**src/rtl/icache_dm_pkg.sv**
```systemverilog
// Shared definitions for the direct-mapped instruction cache.
//   XLEN            : core data/address width
//   ICACHE_INDEX_W  : default number of index bits (2^N one-word lines)
//   icache_state_t  : controller states (IDLE lookup, MISS fill, RESP return)
//   icache_tag_w()  : tag width for a given flash address width and index width
package icache_dm_pkg;

  localparam int XLEN           = 32;
  localparam int ICACHE_INDEX_W = 6;

  typedef enum logic [1:0] {
    IDLE = 2'd0,
    MISS = 2'd1,
    RESP = 2'd2
  } icache_state_t;

  // Lines are one 32-bit word, so the two byte-offset bits sit below the index.
  function automatic int icache_tag_w(input int addr_w, input int index_w);
    return addr_w - index_w - 2;
  endfunction

endpackage

```
**src/rtl/icache_dm_if.sv**
```systemverilog
// Bus interfaces of the instruction cache. Signal suffixes are as seen from
// the cache (_i into the cache, _o out of it).
//   icache_fetch_if : core fetch port (req/addr in, rvalid/rdata out)
//     master = core, slave = cache
//   icache_mem_if   : flash-reader port (req/addr out, rvalid/rdata/init in)
//     master = cache, slave = flash reader
interface icache_fetch_if;
  logic                             instr_req_i;
  logic [icache_dm_pkg::XLEN-1:0]   instr_addr_i;
  logic                             instr_rvalid_o;
  logic [icache_dm_pkg::XLEN-1:0]   instr_rdata_o;

  modport master (output instr_req_i, instr_addr_i,
                  input  instr_rvalid_o, instr_rdata_o);
  modport slave  (input  instr_req_i, instr_addr_i,
                  output instr_rvalid_o, instr_rdata_o);
endinterface

interface icache_mem_if;
  logic                             mem_req_o;
  logic [icache_dm_pkg::XLEN-1:0]   mem_addr_o;
  logic                             mem_rvalid_i;
  logic [icache_dm_pkg::XLEN-1:0]   mem_rdata_i;
  logic                             mem_init_i;

  modport master (output mem_req_o, mem_addr_o,
                  input  mem_rvalid_i, mem_rdata_i, mem_init_i);
  modport slave  (input  mem_req_o, mem_addr_o,
                  output mem_rvalid_i, mem_rdata_i, mem_init_i);
endinterface

```
**src/rtl/icache_tag_data.sv**
```systemverilog
// Valid/tag/data storage for the direct-mapped cache.
//   clk_i, arstn_i      : clock, async active-low reset (valid bits only)
//   rd_idx_i            : combinational read index
//   rd_valid_o/tag/data : line contents at rd_idx_i
//   we_i, wr_*          : line write (tag, data and the new valid bit)
//   flush_i             : clear every valid bit
// Tag and data are plain register arrays without reset; only the valid
// vector is reset so a cold cache never reports a hit.
module icache_tag_data #(
  parameter int INDEX_W = 6,
  parameter int TAG_W   = 16,
  parameter int DATA_W  = 32
) (
  input  logic               clk_i,
  input  logic               arstn_i,
  input  logic [INDEX_W-1:0] rd_idx_i,
  output logic               rd_valid_o,
  output logic [TAG_W-1:0]   rd_tag_o,
  output logic [DATA_W-1:0]  rd_data_o,
  input  logic               we_i,
  input  logic [INDEX_W-1:0] wr_idx_i,
  input  logic [TAG_W-1:0]   wr_tag_i,
  input  logic [DATA_W-1:0]  wr_data_i,
  input  logic               wr_valid_i,
  input  logic               flush_i
);

  localparam int LINES = 1 << INDEX_W;

  logic [LINES-1:0]  valid_q, valid_d;
  logic [TAG_W-1:0]  tag_q  [LINES];
  logic [DATA_W-1:0] data_q [LINES];

  // A write may carry valid=0 (fill overlapped by a flush); it still must
  // clear the bit because the tag/data underneath have been replaced.
  always_comb begin
    valid_d = valid_q;
    if (flush_i) valid_d = '0;
    if (we_i)    valid_d[wr_idx_i] = wr_valid_i;
  end

  always_ff @(posedge clk_i or negedge arstn_i) begin
    if (!arstn_i) valid_q <= '0;
    else          valid_q <= valid_d;
  end

  always_ff @(posedge clk_i) begin
    if (we_i) begin
      tag_q[wr_idx_i]  <= wr_tag_i;
      data_q[wr_idx_i] <= wr_data_i;
    end
  end

  assign rd_valid_o = valid_q[rd_idx_i];
  assign rd_tag_o   = tag_q[rd_idx_i];
  assign rd_data_o  = data_q[rd_idx_i];

endmodule

```
**src/rtl/icache_dm.sv**
```systemverilog
// Direct-mapped read-only instruction cache in front of the SPI flash reader.
//   clk_i, arstn_i : clock, async active-low reset
//   fetch          : core fetch port (icache_fetch_if.slave)
//   mem            : flash reader port (icache_mem_if.master)
//   flush_i        : one-cycle pulse, invalidates all lines (fence.i)
//   hit_cnt_o      : saturating hit counter
//   miss_cnt_o     : saturating miss counter
// Hits return the word one cycle after the request and the controller stays
// in IDLE, so back-to-back hits stream at one word per cycle. A miss holds a
// single-word flash read until the data returns, then answers from RESP.
module icache_dm
  import icache_dm_pkg::*;
#(
  parameter int INDEX_W = ICACHE_INDEX_W,
  parameter int ADDR_W  = 24,
  parameter int CNT_W   = 32
) (
  input  logic              clk_i,
  input  logic              arstn_i,
  icache_fetch_if.slave     fetch,
  icache_mem_if.master      mem,
  input  logic              flush_i,
  output logic [CNT_W-1:0]  hit_cnt_o,
  output logic [CNT_W-1:0]  miss_cnt_o
);

  localparam int TAG_W = icache_tag_w(ADDR_W, INDEX_W);
  localparam int LO    = INDEX_W + 2;

  icache_state_t     state_q, state_d;
  logic [XLEN-3:0]   waddr_q, waddr_d;     // latched word address of the miss
  logic              rvalid_q, rvalid_d;
  logic [XLEN-1:0]   rdata_q, rdata_d;
  logic [CNT_W-1:0]  hit_cnt_q, hit_cnt_d;
  logic [CNT_W-1:0]  miss_cnt_q, miss_cnt_d;
  logic              abort_q, abort_d;     // core dropped req during the fill
  logic              nofill_q, nofill_d;   // flush seen during the fill

  logic [INDEX_W-1:0] lk_idx;
  logic [TAG_W-1:0]   lk_tag;
  logic               rd_valid;
  logic [TAG_W-1:0]   rd_tag;
  logic [XLEN-1:0]    rd_data;
  logic               hit;
  logic               we;
  logic               wr_valid;

  function automatic logic [CNT_W-1:0] sat_inc(input logic [CNT_W-1:0] v);
    return (&v) ? v : v + CNT_W'(1);
  endfunction

  assign lk_idx = fetch.instr_addr_i[LO-1:2];
  assign lk_tag = fetch.instr_addr_i[ADDR_W-1:LO];
  assign hit    = rd_valid && (rd_tag == lk_tag);

  icache_tag_data #(
    .INDEX_W (INDEX_W),
    .TAG_W   (TAG_W),
    .DATA_W  (XLEN)
  ) u_tag_data (
    .clk_i      (clk_i),
    .arstn_i    (arstn_i),
    .rd_idx_i   (lk_idx),
    .rd_valid_o (rd_valid),
    .rd_tag_o   (rd_tag),
    .rd_data_o  (rd_data),
    .we_i       (we),
    .wr_idx_i   (waddr_q[INDEX_W-1:0]),
    .wr_tag_i   (waddr_q[ADDR_W-3:INDEX_W]),
    .wr_data_i  (mem.mem_rdata_i),
    .wr_valid_i (wr_valid),
    .flush_i    (flush_i)
  );

  always_comb begin
    state_d    = state_q;
    waddr_d    = waddr_q;
    rvalid_d   = 1'b0;
    rdata_d    = '0;
    hit_cnt_d  = hit_cnt_q;
    miss_cnt_d = miss_cnt_q;
    abort_d    = abort_q;
    nofill_d   = nofill_q;
    we         = 1'b0;
    wr_valid   = 1'b0;
    unique case (state_q)
      IDLE: begin
        abort_d  = 1'b0;
        nofill_d = 1'b0;
        if (fetch.instr_req_i) begin
          // A lookup racing a flush must not use the lines being cleared.
          if (hit && !flush_i) begin
            rvalid_d  = 1'b1;
            rdata_d   = rd_data;
            hit_cnt_d = sat_inc(hit_cnt_q);
          end else begin
            waddr_d    = fetch.instr_addr_i[XLEN-1:2];
            miss_cnt_d = sat_inc(miss_cnt_q);
            state_d    = MISS;
          end
        end
      end
      MISS: begin
        if (!fetch.instr_req_i) abort_d  = 1'b1;
        if (flush_i)            nofill_d = 1'b1;
        if (mem.mem_rvalid_i) begin
          we       = 1'b1;
          wr_valid = !(nofill_q || flush_i);
          if (abort_q || !fetch.instr_req_i) begin
            state_d = IDLE;
          end else begin
            state_d  = RESP;
            rvalid_d = 1'b1;
            rdata_d  = mem.mem_rdata_i;
          end
        end
      end
      RESP: begin
        state_d = IDLE;
      end
      default: begin
        state_d = IDLE;
      end
    endcase
  end

  always_ff @(posedge clk_i or negedge arstn_i) begin
    if (!arstn_i) begin
      state_q    <= IDLE;
      waddr_q    <= '0;
      rvalid_q   <= 1'b0;
      rdata_q    <= '0;
      hit_cnt_q  <= '0;
      miss_cnt_q <= '0;
      abort_q    <= 1'b0;
      nofill_q   <= 1'b0;
    end else begin
      state_q    <= state_d;
      waddr_q    <= waddr_d;
      rvalid_q   <= rvalid_d;
      rdata_q    <= rdata_d;
      hit_cnt_q  <= hit_cnt_d;
      miss_cnt_q <= miss_cnt_d;
      abort_q    <= abort_d;
      nofill_q   <= nofill_d;
    end
  end

  // Request is decoded straight from the state flop so an async reset drops
  // it immediately; gating with init keeps the reader idle until it is ready.
  assign mem.mem_req_o        = (state_q == MISS) && mem.mem_init_i;
  assign mem.mem_addr_o       = {waddr_q, 2'b00};
  assign fetch.instr_rvalid_o = rvalid_q;
  assign fetch.instr_rdata_o  = rdata_q;
  assign hit_cnt_o            = hit_cnt_q;
  assign miss_cnt_o           = miss_cnt_q;

endmodule

```
**src/flat_wrapper.sv**
```systemverilog
// flat-port wrapper written by rule: the top's interface ports become plain ports
module icache_dm_flat import icache_dm_pkg::*;
#(
  parameter int INDEX_W = ICACHE_INDEX_W,
  parameter int ADDR_W  = 24,
  parameter int CNT_W   = 32
)
  (clk_i, arstn_i, flush_i, hit_cnt_o, miss_cnt_o, fetch_instr_req_i, fetch_instr_addr_i, fetch_instr_rvalid_o, fetch_instr_rdata_o, mem_mem_req_o, mem_mem_addr_o, mem_mem_rvalid_i, mem_mem_rdata_i, mem_mem_init_i);
  icache_fetch_if fetch_i ();
  icache_mem_if mem_i ();
  input  logic clk_i;
  input  logic arstn_i;
  input  logic flush_i;
  output logic [CNT_W-1:0] hit_cnt_o;
  output logic [CNT_W-1:0] miss_cnt_o;
  input wire logic [$bits(fetch_i.instr_req_i)-1:0] fetch_instr_req_i;
  input wire logic [$bits(fetch_i.instr_addr_i)-1:0] fetch_instr_addr_i;
  output wire logic [$bits(fetch_i.instr_rvalid_o)-1:0] fetch_instr_rvalid_o;
  output wire logic [$bits(fetch_i.instr_rdata_o)-1:0] fetch_instr_rdata_o;
  output wire logic [$bits(mem_i.mem_req_o)-1:0] mem_mem_req_o;
  output wire logic [$bits(mem_i.mem_addr_o)-1:0] mem_mem_addr_o;
  input wire logic [$bits(mem_i.mem_rvalid_i)-1:0] mem_mem_rvalid_i;
  input wire logic [$bits(mem_i.mem_rdata_i)-1:0] mem_mem_rdata_i;
  input wire logic [$bits(mem_i.mem_init_i)-1:0] mem_mem_init_i;
  assign fetch_i.instr_req_i = fetch_instr_req_i;
  assign fetch_i.instr_addr_i = fetch_instr_addr_i;
  assign fetch_instr_rvalid_o = fetch_i.instr_rvalid_o;
  assign fetch_instr_rdata_o = fetch_i.instr_rdata_o;
  assign mem_mem_req_o = mem_i.mem_req_o;
  assign mem_mem_addr_o = mem_i.mem_addr_o;
  assign mem_i.mem_rvalid_i = mem_mem_rvalid_i;
  assign mem_i.mem_rdata_i = mem_mem_rdata_i;
  assign mem_i.mem_init_i = mem_mem_init_i;
  icache_dm #(.INDEX_W(INDEX_W), .ADDR_W(ADDR_W), .CNT_W(CNT_W)) u_core (.clk_i(clk_i), .arstn_i(arstn_i), .fetch(fetch_i), .mem(mem_i), .flush_i(flush_i), .hit_cnt_o(hit_cnt_o), .miss_cnt_o(miss_cnt_o));
endmodule
```
**config.mk**
```make
export PLATFORM = sky130hd
export DESIGN_NAME = icache_dm_flat
export DESIGN_NICKNAME = d
export VERILOG_FILES = /design/src/rtl/icache_dm_pkg.sv /design/src/rtl/icache_dm_if.sv /design/src/rtl/icache_tag_data.sv /design/src/rtl/icache_dm.sv /design/src/flat_wrapper.sv
export SDC_FILE = /design/constraint.sdc
export NUM_CORES = 2
export LEC_CHECK = 0
export BUFFER_PORTS_ARGS = -buffer_cell sky130_fd_sc_hd__buf_2
export CAP_MARGIN = 30
export CORE_MARGIN = 10
export CORE_UTILIZATION = 42
export CTS_CLUSTER_DIAMETER = 120
export CTS_CLUSTER_SIZE = 30
export DETAILED_ROUTE_END_ITERATION = 7
export PLACE_DENSITY = 0.68
export SLEW_MARGIN = 25
export SYNTH_ARGS = -nofsm -noshare
export SYNTH_HDL_FRONTEND = slang
export SYNTH_SLANG_ARGS = --single-unit
export TNS_END_PERCENT = 50
```
**constraint.sdc**
```tcl
create_clock -name clk_i -period 4.78 [get_ports clk_i]
set_input_delay 0.717 -clock clk_i [delete_from_list [all_inputs] [get_ports clk_i]]
set_output_delay 0.717 -clock clk_i [all_outputs]
set_load 0.02 [all_outputs]
```
==> results.md <==
- Core Footprint: approximately 300,000 µm²
- Post-synth ARST share: slightly below 6%
- Area delta synth->final: 9.52%
- Initial drt markers: between 9,000 and 10,000
- CP startpoint kind: register
- Worst-Skew Late Latency: 0.87 ns
- Crit path required time: 5.55 ns
- Sequential area share after synthesis: slightly below 80%
- Slew Viols, Final: 0
- Clk sinks: approximately 3,300
- Leak pwr: 43.1 nW
- Top-level port count: 200
- Detailed Place HPWL: between 150,000 and 200,000 µm
- Vias in the first global route: 61,000
- Cell area after layout: about 140,000 µm²
- Antenna violations before repair: 16
- Largest net degree at the start of global routing: 139
- Outcome: finished clean
- Setup Skew: between 0.06 and 0.07 ns
- Detailed Route WL: around 340,000 µm
- Synth Instances: ~5,600
- 1st-pass router iterations: 6
- Crit end category: register
- Top-count cell post-synth: edfxtp_1
- Share of the synthesized area in the top cell type: between 70 and 80%
- Synthesized area: between 100,000 and 150,000 µm²
- Final min period: 4.20 ns
- Clock Path Buffers: 3
- Postcts setup bufs: 0
- Total GRT Usage: approximately 21%
- Max-Cap Viols: 0
- Initial Util: 42.3%
- Slew @ Worst Pin: between 1 and 1.5 ns
- Total grt overflow: 0
- Synth Register Bits: between 3,000 and 4,000
- Power per Cell Area: 367 nW/µm²
- Most instantiated cells after synthesis: edfxtp_1, mux4_2, dfrtp_1
- Fraction of layout cells with a size suffix above 1: a little over a quarter
- Cell Count, Final, Fillers Out: roughly 10,000
- RePlAce Congestion: just over 0.8
- Via density: 6.27
- Top FF cell, synth: edfxtp_1
- First-pass GRT wire length: ~480,000 µm
- Die height: roughly 570 µm
- Largest cells by area after synthesis: edfxtp_1, mux4_2, dfrtp_1
- Layout Utilization: 46.3%
- Final hold viol count: 0
- Post-synth top area cell: edfxtp_1
- Setup violators final: 0
- CTS tree: done
- Die X: roughly 570 µm
- Setup TNS Final: 0 ns
- Top delay family on crit path: simple AND/OR/NAND/NOR gates
- Hold slack: 0.0876 ns
- Buffers on Ports: 195
- DR vias: about 63,000
- Worst path arrival time: 4.97 ns
- Placed Area: between 100,000 and 150,000 µm²
- Num CTS Buffers: 120
- Slew headroom: 30.9%
- Max stage delay on crit path: about 0.67 ns
- Routed wire per std cell: 34.5 µm
- Crit path max fanout: 30
- Fmax: 238 MHz
- Dpl cells: 9,719
- Post-Syn Area per Cell: approximately 22 µm²
- CTS clk-pin slew, worst paths: roughly 0.11 ns
- Final worst path period share: about 88%
- Row count: 200
- Post-synth EDFFs: between 3,000 and 4,000
- Post-route ant nets: 0
- Final nets: approximately 6,000
- Drt drc: 0
- Max VDD drop: 0.389 mV
- Buf/Inv on CP: 3
- Synth cell types: between 60 and 70
- Worst-path cell chain: mux4_2 -> mux4_2 -> mux2i_1 -> xor2_1 -> nor2_1 -> or4b_1 -> nor4_2 -> buf_4 -> nand4_4 -> buf_12 -> buf_4 -> nor3_1 -> xor2_1
- H-Tree Level Count: 3
- RSZ-0062 raised after global routing: false
- Hold Path Class: input pin to register
- # resized after CTS: 0
- Worst setup path class: register to register
- CP max-delay cell: or4b_1
- Die area: roughly 320,000 µm²
- Syn. warnings: 0
- Clk root buf: clkbuf_16
[cell type report]
cell class | count | area (µm²)
inverter | 10 | 45.0
multi-input combinational | 2031 | 27800
timing repair buffer | 488 | 4250
clock inverter | 10 | 156
tap | 3939 | 4930
fill | 24100 | 160000
sequential | 3267 | 97200
antenna | 6 | 15.0
clock buffer | 220 | 3420
[flip-flops by register name, indices dropped and copies added, names as in the netlist]
| signal | flops |
|---|---|
| u_core.u_tag_data.data_q | 2048 |
| u_core.waddr_q | 30 |
| u_core.nofill_q | 1 |
| u_core.abort_q | 1 |
| u_core.state_q | 2 |
| u_core.fetch.instr_rvalid_o | 1 |
| u_core.miss_cnt_o | 32 |
| u_core.fetch.instr_rdata_o | 32 |
| u_core.u_tag_data.valid_q | 64 |
| u_core.u_tag_data.tag_q | 1024 |
| u_core.hit_cnt_o | 32 |
[power by group]
part | internal, mW | switching [mW] | leakage (nW)
clock network | 4.99 | 8.40 | 1.70
registers | 32.5 | 0.477 | 30.2
logic | 1.40 | 2.74 | 11.2
total | 38.9 | 11.6 | 43.1
[metal layers]
metal	wire (µm)	share of wire [%]	up-vias	GRT usage [%]
li1	-	-	24000	-
met1	134000	39	34000	29.6
met2	162000	47	3896	32.8
met3	36800	11	562	3.97
met4	11400	3.3	12	5.67
met5	64	0.019	-	0
[what timing repair did]
| action | in CTS | in global routing |
|---|---|---|
| endpoints found under the setup margin | 0 | 0 |
| endpoints found under the hold margin | 83 | 0 |
| hold buffers | 1 | 0 |
[cell usage in the layout, fill, tap and decap left out, types with 6 or more instances in the layout]
master | synthesis | layout
buf_12 | 0 | 74
nor2_1 | 177 | 111
diode_2 | 0 | 6
clkbuf_1 | 162 | 98
a211oi_1 | 72 | 72
nand3b_1 | 8 | 8
nand2_1 | 153 | 152
buf_4 | 21 | 234
mux2i_1 | 174 | 174
xor2_1 | 31 | 31
a21oi_1 | 26 | 26
dfrtp_1 | 195 | 186
nor2b_1 | 23 | 23
mux4_2 | 864 | 864
mux2_2 | 55 | 55
o21ai_0 | 19 | 19
nand4_1 | 30 | 30
clkbuf_16 | 0 | 122
a22oi_1 | 72 | 72
and2_1 | 13 | 13
buf_2 | 51 | 171
inv_1 | 8 | 8
nor2_4 | 0 | 64
nand2b_1 | 39 | 39
nor4_2 | 14 | 14
mux2_1 | 7 | 7
xnor2_1 | 42 | 42
edfxtp_1 | 3072 | 3072
and4_1 | 6 | 6
o22ai_1 | 17 | 17
nand3_1 | 69 | 69
and3_1 | 16 | 16
nor3_1 | 29 | 29
[logic make-up after synthesis]
group                    synth area share (%)
buffers and inverters                    1.09
XOR/XNOR                                0.508
AO/OA/AOI/OAI                            1.40
adder cells (fa/ha/maj)                0.0199
flip-flops                               77.2
AND/OR/NAND/NOR                          2.39
other                                 0.00298
multiplexers                             17.4
[metrics by stage]
stage	worst slack (ns)	power [mW]
after floorplan	0.475	35.8
after global placement	-0.178	37.6
after detailed placement	-0.192	37.7
after CTS	0.651	50.7
after global routing	0.531	51.9
final	0.584	50.5
[worst paths after layout]
kind / end / slack (ns) / depth (start not counted) / start
worst max-delay path: u_core.hit_cnt_o[26]$_DFFE_PN0P_ / 0.58 / 13 / u_core.u_tag_data.tag_q[7][12]$_DFFE_PP_
worst min-delay path: u_core.waddr_q[29]$_DFFE_PN0P_ / 0.09 / 2 / fetch_instr_addr_i[31]
worst max register to register: u_core.hit_cnt_o[26]$_DFFE_PN0P_ / 0.58 / 13 / u_core.u_tag_data.tag_q[7][12]$_DFFE_PP_
worst min register to register: u_core.hit_cnt_o[11]$_DFFE_PN0P_ / 0.50 / 1 / u_core.hit_cnt_o[11]$_DFFE_PN0P_
max in group asynchronous: u_core.waddr_q[12]$_DFFE_PN0P_ / 2.91 / 3 / arstn_i
min in group asynchronous: u_core.miss_cnt_o[18]$_DFFE_PN0P_ / 0.48 / 2 / arstn_i
Power figures use the tool's default switching activity.
